--- config.mk ---
export PLATFORM = sky130hd
export DESIGN_NAME = host_chan_intr_sched
export DESIGN_NICKNAME = d
export VERILOG_FILES = /design/src/rtl/host_chan_intr_sched.sv
export SDC_FILE = /design/constraint.sdc
export NUM_CORES = 1
export LEC_CHECK = 0
export CORE_ASPECT_RATIO = 1.5
export CORE_MARGIN = 2
export CORE_UTILIZATION = 57
export CTS_BUF_LIST = sky130_fd_sc_hd__clkbuf_4 sky130_fd_sc_hd__clkbuf_8 sky130_fd_sc_hd__clkbuf_16
export DETAILED_ROUTE_END_ITERATION = 10
export PLACE_DENSITY_LB_ADDON = 0.25
export SLEW_MARGIN = 25
export SYNTH_ARGS = -nofsm -noshare
export SYNTH_HDL_FRONTEND = slang
export SYNTH_SLANG_ARGS = --single-unit
--- constraint.sdc ---
create_clock -name clk -period 5.7 [get_ports clk]
set_clock_uncertainty 0.2 [all_clocks]
set_input_delay 0.57 -clock clk [delete_from_list [all_inputs] [get_ports clk]]
set_output_delay 0.57 -clock clk [all_outputs]
set_load 0.05 [all_outputs]
--- src/rtl/host_chan_intr_sched.sv ---
// Interrupt write scheduler for the host channel.
// Per-vector request tracking (IDLE / PENDING / INFLIGHT + replay), a
// round-robin pick among pending vectors, a single Avalon command register,
// and a response tracker that bounds the number of writes awaiting response.
module host_chan_intr_sched #(
    parameter int NUM_INTR     = 4,
    parameter int MAX_INFLIGHT = 2,
    parameter int ID_W         = (NUM_INTR > 1) ? $clog2(NUM_INTR) : 1
) (
    input  logic                                clk,
    input  logic                                reset_n,
    input  logic [NUM_INTR-1:0]                 intr_req,
    input  logic [NUM_INTR-1:0]                 intr_enable,
    output logic                                wr_write,
    output logic [ID_W-1:0]                     wr_intr_id,
    input  logic                                wr_waitrequest,
    input  logic                                wr_rsp_valid,
    input  logic [ID_W-1:0]                     wr_rsp_id,
    output logic                                busy,
    output logic [$clog2(MAX_INFLIGHT+1)-1:0]   inflight_cnt,
    output logic [15:0]                         issued_cnt,
    output logic                                err_unexpected_rsp
);

    localparam int CNT_W = $clog2(MAX_INFLIGHT + 1);

    typedef enum logic [1:0] {
        V_IDLE     = 2'd0,
        V_PENDING  = 2'd1,
        V_INFLIGHT = 2'd2
    } vstate_t;

    // Next vector index after v, wrapping at NUM_INTR.
    function automatic logic [ID_W-1:0] wrap_inc(input logic [ID_W-1:0] v);
        if (v == ID_W'(NUM_INTR - 1)) begin
            return '0;
        end
        return v + 1'b1;
    endfunction

    // (base + k) mod NUM_INTR for base < NUM_INTR and k < NUM_INTR.
    function automatic logic [ID_W-1:0] wrap_add(input logic [ID_W-1:0] base, input int k);
        logic [ID_W:0] sum;
        sum = {1'b0, base} + (ID_W+1)'(k);
        if (sum >= (ID_W+1)'(NUM_INTR)) begin
            sum = sum - (ID_W+1)'(NUM_INTR);
        end
        return sum[ID_W-1:0];
    endfunction

    logic                  cmd_valid_reg, cmd_valid_next;
    logic [ID_W-1:0]       cmd_id_reg, cmd_id_next;
    logic [ID_W-1:0]       rr_ptr_reg, rr_ptr_next;
    logic [CNT_W-1:0]      inflight_reg, inflight_next;
    logic [15:0]           issued_reg, issued_next;
    logic                  err_reg, err_next;

    logic                  accept;
    logic                  rsp_ok;
    logic                  launch;
    logic                  pick_found;
    logic [ID_W-1:0]       pick_id;
    logic [ID_W-1:0]       rr_eff;
    logic [NUM_INTR-1:0]   pending_vec;
    logic [NUM_INTR-1:0]   inflight_vec;
    logic [NUM_INTR-1:0]   present_hit;
    logic [NUM_INTR-1:0]   accept_hit;
    logic [NUM_INTR-1:0]   rsp_hit;
    logic [NUM_INTR-1:0]   cand;
    logic [2*NUM_INTR-1:0] rot;

    assign accept = cmd_valid_reg && !wr_waitrequest;
    assign rsp_ok = |rsp_hit;

    for (genvar gi = 0; gi < NUM_INTR; gi++) begin : g_vec
        vstate_t st_reg, st_next;
        logic    replay_reg, replay_next;
        logic    req_ok;

        assign req_ok          = intr_req[gi] && intr_enable[gi];
        assign present_hit[gi] = cmd_valid_reg && (cmd_id_reg == ID_W'(gi));
        assign accept_hit[gi]  = present_hit[gi] && !wr_waitrequest;
        // A response only counts for a vector actually awaiting one.
        assign rsp_hit[gi]     = wr_rsp_valid && (wr_rsp_id == ID_W'(gi)) &&
                                 (st_reg == V_INFLIGHT) && (inflight_reg != '0);
        assign pending_vec[gi]  = (st_reg == V_PENDING);
        assign inflight_vec[gi] = (st_reg == V_INFLIGHT);

        // Vector state register.
        always_ff @(posedge clk or negedge reset_n) begin
            if (!reset_n) begin
                st_reg     <= V_IDLE;
                replay_reg <= 1'b0;
            end else begin
                st_reg     <= st_next;
                replay_reg <= replay_next;
            end
        end

        // Vector next-state: coalesce, issue, replay and disable handling.
        always_comb begin
            st_next     = st_reg;
            replay_next = replay_reg;
            case (st_reg)
                V_IDLE: begin
                    if (req_ok) begin
                        st_next = V_PENDING;
                    end
                end
                V_PENDING: begin
                    // A presented command must complete even if disabled.
                    if (accept_hit[gi]) begin
                        st_next = V_INFLIGHT;
                    end else if (!intr_enable[gi] && !present_hit[gi]) begin
                        st_next = V_IDLE;
                    end
                end
                V_INFLIGHT: begin
                    if (rsp_hit[gi]) begin
                        st_next     = ((replay_reg && intr_enable[gi]) || req_ok) ? V_PENDING : V_IDLE;
                        replay_next = 1'b0;
                    end else if (!intr_enable[gi]) begin
                        replay_next = 1'b0;
                    end else if (req_ok) begin
                        replay_next = 1'b1;
                    end
                end
                default: begin
                    st_next     = V_IDLE;
                    replay_next = 1'b0;
                end
            endcase
        end
    end

    // Pending, still-enabled vectors; the one being accepted now is excluded
    // so a back-to-back pick never reissues it.
    assign cand = pending_vec & intr_enable & ~accept_hit;

    // Round-robin start point, already advanced past a command accepted now.
    always_comb begin
        rr_eff = rr_ptr_reg;
        if (accept) begin
            rr_eff = wrap_inc(cmd_id_reg);
        end
    end

    // First candidate at or after rr_eff; scanning downward leaves the lowest offset.
    always_comb begin
        rot        = {cand, cand} >> rr_eff;
        pick_found = 1'b0;
        pick_id    = '0;
        for (int k = NUM_INTR - 1; k >= 0; k--) begin
            if (rot[k]) begin
                pick_found = 1'b1;
                pick_id    = wrap_add(rr_eff, k);
            end
        end
    end

    // Outstanding count after this cycle's acceptance and response.
    always_comb begin
        inflight_next = inflight_reg;
        if (accept && !rsp_ok) begin
            inflight_next = inflight_reg + 1'b1;
        end else if (!accept && rsp_ok) begin
            inflight_next = inflight_reg - 1'b1;
        end
    end

    // Launch only when the new command could be accepted without exceeding the limit.
    assign launch = (!cmd_valid_reg || accept) && pick_found &&
                    (inflight_next < CNT_W'(MAX_INFLIGHT));

    // Command register, pointer, counters and sticky error next values.
    always_comb begin
        cmd_valid_next = cmd_valid_reg;
        cmd_id_next    = cmd_id_reg;
        if (launch) begin
            cmd_valid_next = 1'b1;
            cmd_id_next    = pick_id;
        end else if (accept) begin
            cmd_valid_next = 1'b0;
        end
        rr_ptr_next = rr_eff;
        issued_next = issued_reg + {15'd0, accept};
        err_next    = err_reg || (wr_rsp_valid && !rsp_ok);
    end

    // Shared scheduler state.
    always_ff @(posedge clk or negedge reset_n) begin
        if (!reset_n) begin
            cmd_valid_reg <= 1'b0;
            cmd_id_reg    <= '0;
            rr_ptr_reg    <= '0;
            inflight_reg  <= '0;
            issued_reg    <= '0;
            err_reg       <= 1'b0;
        end else begin
            cmd_valid_reg <= cmd_valid_next;
            cmd_id_reg    <= cmd_id_next;
            rr_ptr_reg    <= rr_ptr_next;
            inflight_reg  <= inflight_next;
            issued_reg    <= issued_next;
            err_reg       <= err_next;
        end
    end

    assign wr_write           = cmd_valid_reg;
    assign wr_intr_id         = cmd_id_reg;
    assign inflight_cnt       = inflight_reg;
    assign issued_cnt         = issued_reg;
    assign err_unexpected_rsp = err_reg;
    assign busy               = |(pending_vec | inflight_vec);

endmodule

-- After elaboration in Yosys (flattened, before gate mapping)
Index checks and enable logic that the tools add are counted.
- register bits: 36
- input port bits: 14
- output and inout bits: 23
- logic and storage cells: 208
- $add $sub $neg: 11
- order comparisons: 5
- equality and inequality tests: 30
- shifts and indexed selects: 1
- muxes and demuxes: 61
- bitwise operators: 8
- reductions and logical operators: 78
- operator list (operator ; count):
    $mux 2 ; 29
    $logic_and 1x1->1 ; 38
    $mux 1 ; 24
    $pmux 2 s3 ; 4
    $add 16x1->16 ; 1
    $eq 2x2->1 const B ; 8
    $ne 4x2->1 const B ; 4
    $eq 2x1->1 const B ; 6
    $logic_not 1->1 ; 12
    $logic_not 2->1 ; 6
    $ne 3x1->1 const B ; 4
    $reduce_and 3->1 ; 4
    $sub 2x1->2 const B ; 5
    $ge 3x3->1 const B ; 3
    $and 4x4->4 ; 2
    $ne 2x1->1 const B ; 4
    $ne 2x2->1 const B ; 4
    $pmux 1 s2 ; 4
    $reduce_and 2->1 ; 4
    $reduce_or 2->1 ; 4
    $reduce_or 4->1 ; 2
    $shr 8x2->4 ; 1
    $add 2x2->3 const B ; 2
    $logic_or 1x1->1 ; 6
    8 further kinds ; 13

-- Depth between registers and ports, before layout
- word-level depth: 13
- depth in mapped cells: 11
- gate-level depth less buffers: 11

-- Least setup slack after synthesis
OpenSTA, ideal clock, no wires.
- kind: register to register
- from: register inflight_reg[0] (netlist: inflight_cnt[0])
- to: register cmd_id_reg[0] (netlist: wr_intr_id[0])
- setup time: 0.128 ns
- data arrival time: 2.340 ns
- data required time: 5.372 ns
- setup slack: 3.032 ns
- stages on the path, launching flop included: 11
- buffers on the path: 0
- period minus slack after synthesis: 2.668 ns
- path through: dfrtp_1 inv_1 ha_1 or3b_1 o211a_1 inv_1 ha_1 mux2i_1 mux2i_1 nand3_2 mux2i_1
- longest elaborated chain between the ends: 8
- elaborated cells between the ends (all ways): 15
- classes of those cells: add/sub: 2; order compare: 1; mux: 2; reduce/logical: 10
- RTL lines (item ; line ; text):
    start: declaration ; 54 ; logic [CNT_W-1:0] inflight_reg, inflight_next;
    start signal: assignment ; 203 ; inflight_reg <= inflight_next;
    $reduce_bool 2->1 ; 85 ; (st_reg == V_INFLIGHT) && (inflight_reg != '0);
    $logic_and 1x1->1 ; 85 ;
    $reduce_or 4->1 ; 73 ; assign rsp_ok = |rsp_hit;
    $logic_and 1x1->1 or $logic_not 1->1 (tied branches) ; 166, 164 ;
    $mux 2 or $logic_and 1x1->1 (tied branches) ; 166, 164 ;
    $mux 2 * ; 164 ; if (accept && !rsp_ok) begin
    $lt 2x2->1 * ; 173 ; (inflight_next < CNT_W'(MAX_INFLIGHT));
    $logic_and 1x1->1 * ; 172 ; assign launch = (!cmd_valid_reg || accept) && pick_found &&
    end signal: assignment ; 201 ; cmd_id_reg <= cmd_id_next;
    end: declaration ; 52 ; logic [ID_W-1:0] cmd_id_reg, cmd_id_next;
Mark *: on every way between the ends. The rest lies on a longest branch, timed or not.
A chain may end at the register's enable or synchronous reset.

-- Final worst setup path
- from: register g_vec[0].st_reg[0]
- to: output port busy
- longest elaborated chain between the ends: 3
- elaborated cells between the ends (all ways): 4
- classes of those cells: eq/ne: 2; bitwise: 1; reduce/logical: 1
- RTL lines (item ; line ; text):
    start: declaration ; 76 ; vstate_t st_reg, st_next;
    start signal: assignment ; 95 ; st_reg <= st_next;
    $eq 2x1->1 or $eq 2x2->1 (tied branches) ; 86, 87 ;
    $or 4x4->4 * ; 214 ; assign busy = |(pending_vec | inflight_vec);
    $reduce_or 4->1 * ; 214 ;
    end: declaration ; 19 ; output logic busy,
Marked as above.

==> results by group <==
STA
  – RSZ-0062 raised after global routing: no
  – Final hold viol count: 0
  – Total Neg Setup Slack: 0 ns
  – Hold slack: 0.260 ns
  – Slew HR: 66.2%
  – Period minus WS final: 3.09 ns
  – Fmax: 323 MHz
  – Crit share post-route: 54.3%
  – Pins Over Slew Limit: 0
  – Setup violators final: 0
  – Worst-margin pin slew: 0.505 ns

Detailed routing
  – DR vias: 1747
  – Drt pass-1 iters: 4
  – Drt wl/cell: 14.6 um
  – DRC Markers: 0
  – Initial DRC Count: 23
  – Final ANT Viol Nets: 0
  – Total Wirelength: between 4000 and 5000 um
  – Routed vias/inst: around 5.7

Global route
  – GRT Total Usage: 22.5%
  – First-pass GRT wire length: 7250 um
  – Vias in the first global route: 1686
  – Grt ovf: 0
  – Largest net degree at the start of global routing: 37
  – Initial antenna violation count: 0

Final layout
  – Non-Filler Instances: 309
  – Max reg flops: 16
  – Number of nets in the layout: 304
  – Number of diodes: 0
  – Area delta synth->final: 23.3%
  – Share of layout cells above drive strength 1: 9.40%
  – Final core utilization: 73.8%

Pwr
  – LEAKAGE: 1.30 nW
  – Internal: a little over 500 uW
  – Sw frac: 33.2%
  – Pwr Density: 282 nW/um^2
  – Clk network pwr share: 29.8%
  – Worst VDD drop: 300 uV
  – Pwr Total: 773 uW
  – Switching power: 256 uW
  – Combinational group share of total power: 30.9%
  – Reg power frac: between 30% and 40%

Synthesis
  – Top FF cell, synth: dfrtp_1
  – Post-synth top area cell: dfrtp_1
  – Top-area cell type share of the netlist area: about two fifths
  – Cell Area, Synth: 2230 um^2
  – Sequential share of the synthesized area: 40.5%
  – Number of synthesized flops with an enable pin: 0
  – Syn nets: 261
  – Post-synth cell types: 42
  – Synth warnings: 0
  – Async S/R FF share, synth: 100%
  – Synth cell count leaders: dfrtp_1 (36), nand2_1 (27), ha_1 (25)
  – Mapped Avg Cell Area: 10.0 um^2
  – Mapped Cells: 222
  – Most numerous cell in the Yosys netlist: dfrtp_1
  – Post-synthesis register bit count: 36
  – Synth top area cells: dfrtp_1 (40%), ha_1 (14%), nand2_1 (4.6%)

Critical path
  – Critical path's top delay family: buffers and inverters
  – Crit path capture type: output port
  – Worst path cell trace: inv_1 -> ha_1 -> or4_1 -> clkdlybuf4s50_1
  – Critical path buffer and inverter count: 2
  – RR Endpoint: wr_intr_id[0]
  – Reg2reg start: inflight_cnt[0]
  – Required @ worst endpoint: 4.93 ns
  – Worst EP arrival: 2.32 ns
  – Slowest CP cell: clkdlybuf4s50_1
  – Crit-path max FO: 4
  – Reg2reg path depth: 10
  – Setup CP Type: reg2out
  – Crit start category: flop
  – Register-to-register setup slack: between 3 and 4 ns
  – Worst path max stage delay: roughly 0.71 ns

CTS
  – CTS tree: done
  – Sink Count: 36
  – Cts hold-fix bufs: 0
  – Clock Tree Root: clkbuf_8
  – Max Buffers Root-to-Sink: 2
  – H-tree Lvls: 2
  – Total CTS buffers: 5
  – Worst skew pair latency: 0.29 ns
  – Clock-pin transition on the worst setup and hold timing paths: 0.08 ns
  – Setup Buffers After CTS: 0
  – Post_cts resized: 0

Die
  – Site Rows: 27
  – Core ar.: about 3700 um^2
  – DIE WIDTH: 55.0 um
  – Initial core utilization: about 60%
  – Die ar.: 4430 um^2
  – Die Height: 80.5 um
  – I/O pin cnt: 37

Placed design
  – Post-Place Cells: around 300
  – Port-buffer cells: 36
  – GPL Wtd Cong: 0.877
  – Post-DP HPWL: 3240 um

Job
  – MaxCap Viol Count: 0

Run status
  – Status: finished clean

Worst hold path
  – Worst Min Path Start: err_unexpected_rsp
  – Hold Path Sink: err_unexpected_rsp
  – Hold depth: 1
  – Hold Crit Class: reg2reg
how the worst max path moves through the flow:
stage | start | endpoint | cells past startpoint
after CTS | g_vec[0].st_reg[0] | busy | 4
after global routing | g_vec[0].st_reg[0] | busy | 4
after detailed placement | wr_waitrequest | issued_cnt[12] | 9
final | g_vec[0].st_reg[0] | busy | 4
after floorplan | inflight_cnt[0] | wr_intr_id[0] | 10
after global placement | wr_rsp_valid | wr_intr_id[1] | 9
kinds of logic (layout without fill, tap and decap cells):
| logic type | after synthesis | in the layout | synth area share (%) |
|---|---|---|---|
| AOI/OAI and AO/OA | 43 | 43 | 13.4 |
| and+or+nand+nor | 69 | 69 | 15.2 |
| adders and majority gates | 25 | 25 | 14.1 |
| DFF | 36 | 36 | 40.5 |
| muxes | 14 | 14 | 7.19 |
| xor gates and xnor gates | 14 | 14 | 5.51 |
| buffers and inverters | 21 | 65 | 4.16 |
layer usage:
layer	GRT usage, %	up-vias	wire [um]
met3	5.76	7	207
met5	0	-	0
met1	24.8	845	1900
met2	38.3	39	2320
met4	10.7	0	87
li1	-	856	-
through the flow:
step | setup slack, ns | instance area [um^2]
final | 2.61 | 2740
after global routing | 2.54 | 2740
after CTS | 2.60 | 2740
after detailed placement | 2.66 | 2630
after global placement | 2.72 | 2630
after floorplan | 3.03 | 2230
cells in the final DEF (no fill, tap or decap), types with 2 or more instances in the layout:
cell type / Yosys / layout
a31oi_1: 3 / 3
xor2_1: 7 / 7
mux2_2: 4 / 4
nand2_1: 27 / 27
a21oi_1: 14 / 14
dfrtp_1: 36 / 36
and3_1: 3 / 3
xnor2_1: 7 / 7
or2_2: 3 / 3
mux2_1: 2 / 2
o21ai_0: 3 / 3
clkbuf_8: 0 / 5
a21boi_0: 3 / 3
inv_1: 18 / 18
a221o_1: 3 / 3
o211ai_1: 3 / 3
nand3_1: 14 / 14
a21o_1: 3 / 3
o31ai_1: 4 / 4
mux2i_1: 7 / 7
clkdlybuf4s50_1: 0 / 36
a21oi_2: 2 / 2
nor2_1: 11 / 11
ha_1: 25 / 25
power by group through the flow:
stage,registers [mW],logic (mW),clock network [mW]
5_1_grt,0.308,0.265,0.243
3_3_place_gp,0.307,0.230,0
6_report,0.303,0.239,0.231
2_1_floorplan,0.303,0.175,0
4_1_cts,0.304,0.240,0.233
3_5_place_dp,0.309,0.235,0
cell type report:
cell class | instances | area [um^2]
clock buffers | 5 | 68.8
clock inverters | 3 | 42.5
fillers | 269 | 972
inverters | 20 | 77.6
multi-input cells | 165 | 1230
flip-flops and latches | 36 | 901
well taps | 43 | 53.8
repair buffers | 37 | 368
No activity file was read; power rests on OpenSTA's default activity.
